File: config.mk
export PLATFORM = sky130hd
export DESIGN_NAME = ps2_host_tx
export DESIGN_NICKNAME = d
export VERILOG_FILES = /design/src/rtl/ps2_host_tx.sv
export SDC_FILE = /design/constraint.sdc
export NUM_CORES = 1
export LEC_CHECK = 0
export ABC_CLOCK_PERIOD_IN_PS = 2370
export CAP_MARGIN = 20
export CORE_MARGIN = 4
export CORE_UTILIZATION = 44
export CTS_CLUSTER_DIAMETER = 150
export DETAILED_ROUTE_END_ITERATION = 12
export GPL_TIMING_DRIVEN = 0
export PLACE_DENSITY = 0.72
export SYNTH_ARGS = -nofsm -noshare
export SYNTH_HDL_FRONTEND = slang
export SYNTH_SLANG_ARGS = --single-unit
File: constraint.sdc
create_clock -name clock_fpga -period 2.37 [get_ports clock_fpga]
set_input_delay 0.474 -clock clock_fpga [delete_from_list [all_inputs] [get_ports clock_fpga]]
set_output_delay 0.474 -clock clock_fpga [all_outputs]
set_load 0.05 [all_outputs]
File: src/rtl/ps2_host_tx.sv
// ps2_host_tx: PS/2 host-to-device command transmitter with open-drain pin drive and device-ack check.
// Optional watchdog compiled in with `define PS2_HOST_TX_TIMEOUT_EN.
module ps2_host_tx #(
  parameter int CLK_HZ         = 50_000_000,
  parameter int INHIBIT_CYCLES = 5000,
  parameter int RTS_CYCLES     = 16,
  parameter int TIMEOUT_CYCLES = 750_000
) (
  input  logic       clock_fpga,
  input  logic       reset,
  input  logic [7:0] tx_data,
  input  logic       tx_start,
  input  logic       clock_key_in,
  input  logic       data_key_in,
  output logic       clock_key_oe,
  output logic       data_key_oe,
  output logic       busy,
  output logic       done,
  output logic       ack_err
);
  localparam int CMAX = INHIBIT_CYCLES > RTS_CYCLES ? INHIBIT_CYCLES : RTS_CYCLES;
  localparam int CW = $clog2(CMAX + 1);
  typedef enum logic [2:0] {IDLE, INHIBIT, RTS, SEND, ACK, RELEASE} state_t;
  if (INHIBIT_CYCLES < 1 || RTS_CYCLES < 1 || TIMEOUT_CYCLES < 1 || CLK_HZ < 1) begin : g_bad_param
    $error("ps2_host_tx: cycle parameters must be positive");
  end
  state_t      state_q;
  logic [2:0]  clk_s_q;
  logic [1:0]  dat_s_q;
  logic        fall_q;
  logic [CW-1:0] cnt_q;
  logic [3:0]  idx_q;
  logic [7:0]  data_q;
  logic        par_q;
  logic        bit_now;
  logic        waiting;
  assign bit_now = idx_q == 4'd8 ? par_q : data_q[idx_q[2:0]];
  assign waiting = state_q == SEND || state_q == ACK || state_q == RELEASE;
`ifdef PS2_HOST_TX_TIMEOUT_EN
  localparam int WW = $clog2(TIMEOUT_CYCLES + 1);
  logic [WW-1:0] wd_q;
  logic          wd_hit;
  assign wd_hit = waiting && wd_q == WW'(TIMEOUT_CYCLES - 1);
`endif
  always_ff @(posedge clock_fpga or negedge reset) begin
    if (!reset) begin
      state_q      <= IDLE;
      clk_s_q      <= 3'b111;
      dat_s_q      <= 2'b11;
      fall_q       <= 1'b0;
      cnt_q        <= '0;
      idx_q        <= 4'd0;
      data_q       <= 8'd0;
      par_q        <= 1'b0;
      clock_key_oe <= 1'b0;
      data_key_oe  <= 1'b0;
      busy         <= 1'b0;
      done         <= 1'b0;
      ack_err      <= 1'b0;
`ifdef PS2_HOST_TX_TIMEOUT_EN
      wd_q         <= '0;
`endif
    end else begin
      clk_s_q <= {clk_s_q[1:0], clock_key_in};
      dat_s_q <= {dat_s_q[0], data_key_in};
      fall_q  <= clk_s_q[2] & ~clk_s_q[1];
      done    <= 1'b0;
`ifdef PS2_HOST_TX_TIMEOUT_EN
      wd_q    <= (fall_q || !waiting) ? '0 : wd_q + 1'b1;
`endif
      case (state_q)
        IDLE: if (tx_start && !done) begin
          state_q      <= INHIBIT;
          data_q       <= tx_data;
          par_q        <= ~^tx_data;
          clock_key_oe <= 1'b1;
          busy         <= 1'b1;
          ack_err      <= 1'b0;
          cnt_q        <= '0;
        end
        INHIBIT: if (cnt_q == CW'(INHIBIT_CYCLES - 1)) begin
          state_q     <= RTS;
          data_key_oe <= 1'b1;
          cnt_q       <= '0;
        end else cnt_q <= cnt_q + 1'b1;
        RTS: if (cnt_q == CW'(RTS_CYCLES - 1)) begin
          state_q      <= SEND;
          clock_key_oe <= 1'b0;
          idx_q        <= 4'd0;
        end else cnt_q <= cnt_q + 1'b1;
        SEND: if (fall_q) begin
          data_key_oe <= idx_q == 4'd9 ? 1'b0 : ~bit_now;
          idx_q       <= idx_q + 1'b1;
          if (idx_q == 4'd9) state_q <= ACK;
        end
        ACK: if (fall_q) begin
          ack_err <= dat_s_q[1];
          state_q <= RELEASE;
        end
        RELEASE: if (clk_s_q[1] && dat_s_q[1]) begin
          done    <= 1'b1;
          busy    <= 1'b0;
          state_q <= IDLE;
        end
        default: state_q <= IDLE;
      endcase
`ifdef PS2_HOST_TX_TIMEOUT_EN
      if (wd_hit) begin
        clock_key_oe <= 1'b0;
        data_key_oe  <= 1'b0;
        done         <= 1'b1;
        busy         <= 1'b0;
        ack_err      <= 1'b1;
        state_q      <= IDLE;
      end
`endif
    end
  end
endmodule

== Word-level counts from Yosys, hierarchy flattened ==
Index checks and enable logic that the tools add are counted.
Word-level totals
  register bits after elaboration: 40
  output and inout port bits: 5
  word-level logic and storage cells: 87
Operators by class
  add/sub/neg operators: 2
  magnitude comparators: 1
  eq/ne operators: 17
  mux-type cells: 32
  bitwise logic cells: 3
  reduce and logical (&&, ||, !) cells: 19
Operators by type and width (number)
  13-bit two-way mux: 3
  13-bit case mux with 3 select lines: 1
  3-bit two-way mux: 7
  3-bit case mux with 6 select lines: 1
  3-bit AND reduction: 6
  13-bit by 1-bit adder with 13-bit output (second input constant): 1
  13-bit equality test (second input constant): 1
  13-bit by 4-bit equality test with 1-bit output (second input constant): 1
  1-bit two-way mux: 12
  2-bit != test (second input constant): 6
  2-bit nonzero test: 5
  4-bit equality test (second input constant): 2
  4-bit two-way mux: 2
  1-bit case mux with 2 select lines: 4
  4-bit case mux with 2 select lines: 1
  8-bit XNOR reduction: 1
  7-bit AND reduction: 1
  3-bit by 2-bit equality test with 1-bit output (second input constant): 2
  3-bit equality test (second input constant): 2
  4-bit by 1-bit adder with 4-bit output (second input constant): 1
  3-bit by 4-bit < comparator with 1-bit output (second input constant): 1
  2-bit by 1-bit != test with 1-bit output (second input constant): 2
  1-bit binary-select mux with 3-bit select: 1
  3-bit by 1-bit equality test with 1-bit output (second input constant): 1
  other kinds (7): 9

== Depth between registers and ports, before layout ==
  depth after elaboration: 7
  depth in mapped cells: 7

== Least setup slack after synthesis ==
OpenSTA, ideal clock, no wires.
  path kind: register -> register
  start: register cnt_q[0]
  end: register cnt_q[7]
  arrival time: 1.800 ns
  data required time: 2.244 ns
  setup slack: 0.444 ns
  stages on the path, launching flop included: 7
  period minus slack after synthesis: 1.926 ns
  path through: dfrtp_1 -> ha_1 -> nand2_2 -> or4_4 -> o21a_1 -> and3_1 -> a221o_1
Between the ends
  word-level cells in the longest chain between the ends: 3
  elaborated cells between the ends (all ways): 8
Ends and longest elaborated chain
  from (decl): line 31  | logic [CW-1:0] cnt_q;
  from (signal assigned): line 85  | end else cnt_q <= cnt_q + 1'b1;
  from (signal assigned): line 90  | end else cnt_q <= cnt_q + 1'b1;
  13-bit by 1-bit adder with 13-bit output, or another cell as far along: line 85, 90
  13-bit two-way mux, or another cell as far along: line 86  | RTS: if (cnt_q == CW'(RTS_CYCLES - 1)) begin
  13-bit case mux with 3 select lines or 3-bit AND reduction (tied branches)
Parallel ways exist; a longest one is shown, timed or not. The select of a mux whose other input is x is not followed.
A chain may end at the register's enable or synchronous reset.

== Worst setup path in the final report ==
  start: register cnt_q[0]
  end: register cnt_q[5]
Same word-level chain as after synthesis.

==> impl_results.md <==
- Status: finished, final reports clean
- Via count: 1615
- Rows: 24
- Sink Count: 40
- Total GRT Usage: 0.1470
- R2r setup slk: roughly 0.23 ns
- Worst skew pair latency: approximately 0.3 ns
- Final antenna-violating net count: 0
- Post-synthesis adder-cell area fraction: 0.02430
- DR iter-0 viols: approximately 70
- Mean area per synthesized cell: ~9.9 um^2
- Critical path buffers and inverters: 1
- Cell area after layout: around 2400 um^2
- DRC viols: 0
- Yosys cell types: 43
- Pre-antenna DRT Iters: 4
- RSZ-0062 raised after global routing: no
- Cts repair resizes: 0
- Mapped Area: ~2100 um^2
- Clk root buf: clkbuf_8
- Port bufs: 17
- Total Neg Setup Slack: 0 ns
- Remaining Overflow, GRT: 0
- Worst-Margin Slew: 0.8729 ns
- Post-synthesis compound-gate area fraction: 0.1531
- Cell area after placement: ~2300 um^2
- WL final: around 4 mm
- WL/cell: between 10 and 15 um
- TritonCTS clock tree: yes
- Hold Crit Class: primary input to asynchronous set/reset pin
- Critical path's top delay family: simple AND/OR/NAND/NOR gates
- Post-Route Utilization: 0.5510
- Leakage power: 1.016 nW
- Die Y: about 76 um
- Slowest cell on crit path: or4_4
- Max-cap violations: 0
- Power Density: slightly above 800 nW/um^2
- Largest net degree at the start of global routing: a little over 40
- Initial antenna violation count: 0
- Post-synthesis sequential area ratio: 0.4891
- Most frequent cells after synthesis: dfrtp_1, nand2_1, nor2_1
- Count of final hold-check violations: 0
- Register bit total from synthesis: 40
- Cell count of the worst reg-to-reg path: 7
- Rel. slew slack: 0.4181
- Critical Path, Cell by Cell: ha_1 -> nand2_2 -> or4_4 -> o21a_1 -> buf_2 -> o211ai_1 -> o31ai_1
- Share of cells above drive strength 1: 0.1325
- Worst VDD drop: approximately 0.38 mV
- Slew Limit Fails: 0
- Synth area leader: dfrtp_1
- Setup CP Type: flop to flop
- Ys flop type: dfrtp_1
- Post-CTS setup buffers: 0
- DP HPWL: about 2.8 mm
- Main combinational cell family by area after synthesis: simple AND/OR/NAND/NOR gates
- CTS buffer count: 5
- Ant diodes: 0
- Synth Area in XOR/XNOR: 0.03827
- Tmin final: between 2 and 2.5 ns
- Reg2Reg Launch Point: cnt_q[0]$_DFFE_PN0P_
- Synthesized instance count: about 210
- Synthesis-to-finish area growth: 18.89%
- Ys Warns: 0
- GPL Wtd Cong: ~0.82
- Worst setup EP type: flop
- Synthesized Nets: roughly 230
- Synth area leaders: dfrtp_1, dfstp_2, mux2_2
- Ports: 18
- Final #Nets: 250
- Area of the die: 5839 um^2
- Data arrival, critical path: between 2 and 2.5 ns
- Crit share post-route: 0.9038
- Synth top area share: 0.4253
- Die Width: 76.42 um
- Worst-path clk slew: ~0.080 ns
- Post-synth ARST share: 1.000
- Worst Path Required: ~2.6 ns
- Crit Path Max Fanout: 10
- Post-synthesis mux area share: 0.07108
- Via density: roughly 5.6
- Hold buffers post-CTS: 0
- Critical R2R Capture: cnt_q[5]$_DFFE_PN0P_
- Post-synthesis simple-gate area fraction: 0.1987
- Final setup vio count: 0
- Clock Path Buffers: 2
- Worst Setup Start Kind: flop
- H-tree lvl count: 2
- Fmax: between 0.4 and 0.5 GHz
- Core area: between 4000 and 5000 um^2
- Count leader, synth: dfrtp_1
- Post-synth EDFFs: 0
- Clk_skew: between 0.009 and 0.01 ns
- First-pass GRT wire length: a little over 7 mm
- Initial Util: 0.4634
- Max incr delay on CP: between 0.5 and 0.6 ns
- Number of global-route vias before repair: 1539
## worst reg2reg max path: stages (launching register included)
cell and delay [ns]:
dfrtp_1 0.40, ha_1 0.24, nand2_2 0.10, or4_4 0.54, o21a_1 0.25, buf_2 0.20, o211ai_1 0.19, o31ai_1 0.10
## per-layer routing
metal	share of wire	vias up	routed length (um)	global-route usage
li1	-	810	-	-
met1	0.46	774	1853	0.1829
met2	0.49	25	1948	0.2504
met3	0.037	6	147	0.03428
met4	0.013	0	51	0.04891
met5	0	-	0	0
## per-stage QoR
step | hold WS (ns) | setup WS [ns] | total power, mW | instances
6_report | 0.2860 | 0.2281 | 2.001 | 286
3_5_place_dp | 0.3468 | 0.1359 | 1.243 | 278
3_3_place_gp | 0.3457 | -0.1539 | 1.228 | 278
4_1_cts | 0.3262 | 0.2211 | 2.023 | 286
2_1_floorplan | 0.1784 | 0.4436 | 1.132 | 209
5_1_grt | 0.3672 | 0.07264 | 2.115 | 286
## where the power goes
part,switching (mW),internal [mW],leakage [nW]
sequential,0.101,0.793,0.496
combinational,0.163,0.167,0.442
clock,0.250,0.527,0.0784
total,0.515,1.49,1.02
## final cells by class
type	instances	area, um^2
clock buffers	5	68.82
repair buffers	17	165.2
inverters	6	22.52
multi-input cells	156	999.7
fillers	399	1996
well taps	52	65.06
plain buffers	7	30.03
clock inverters	3	90.09
flip-flops and latches	40	1007
## cells in the final DEF, fill, tap and decap left out, types with 4 or more instances in the layout
cell	Yosys	routed
nor2_1	18	18
buf_2	3	4
xnor2_1	6	6
a21oi_1	13	13
nand3_1	12	12
ha_1	4	4
nand2_1	21	21
nor3_1	8	8
nand2b_1	4	4
clkbuf_8	0	5
o31ai_1	6	6
a31oi_1	5	5
inv_1	6	6
o21ai_0	12	12
clkbuf_1	4	4
dfstp_2	5	5
dfrtp_1	35	35
clkdlybuf4s50_1	0	16
mux2_2	9	9
## cells by family after synthesis
| logic type | after synthesis |
|---|---|
| adder cells (fa/ha/maj) | 4 |
| XOR/XNOR | 9 |
| multiplexers | 11 |
| AND/OR/NAND/NOR | 82 |
| flip-flops | 40 |
| buffers and inverters | 13 |
| AO/OA/AOI/OAI | 50 |
## flip-flops by register name, indices dropped and copies added, names as in the netlist
| register | flops |
|---|---|
| cnt_q | 13 |
| data_q | 8 |
| idx_q | 4 |
| clk_s_q | 3 |
| state_q | 3 |
| dat_s_q | 2 |
| ack_err | 1 |
| busy | 1 |
| clock_key_oe | 1 |
| data_key_oe | 1 |
| done | 1 |
| fall_q | 1 |
| par_q | 1 |
## worst max-delay path by stage
| stage | from | to | slack [ns] | depth (start not counted) |
|---|---|---|---|---|
| 4_1_cts | cnt_q[1]$_DFFE_PN0P_ | cnt_q[5]$_DFFE_PN0P_ | 0.22 | 7 |
| 3_5_place_dp | tx_start | cnt_q[0]$_DFFE_PN0P_ | 0.14 | 5 |
| 2_1_floorplan | cnt_q[0]$_DFFE_PN0P_ | cnt_q[7]$_DFFE_PN0P_ | 0.44 | 6 |
| 3_3_place_gp | reset | data_q[5]$_DFFE_PN0P_ | -0.15 | 1 |
| 5_1_grt | state_q[2]$_DFFE_PN0P_ | cnt_q[0]$_DFFE_PN0P_ | 0.07 | 7 |
| 6_report | cnt_q[0]$_DFFE_PN0P_ | cnt_q[5]$_DFFE_PN0P_ | 0.23 | 7 |
No activity file was read; power rests on OpenSTA's default activity.
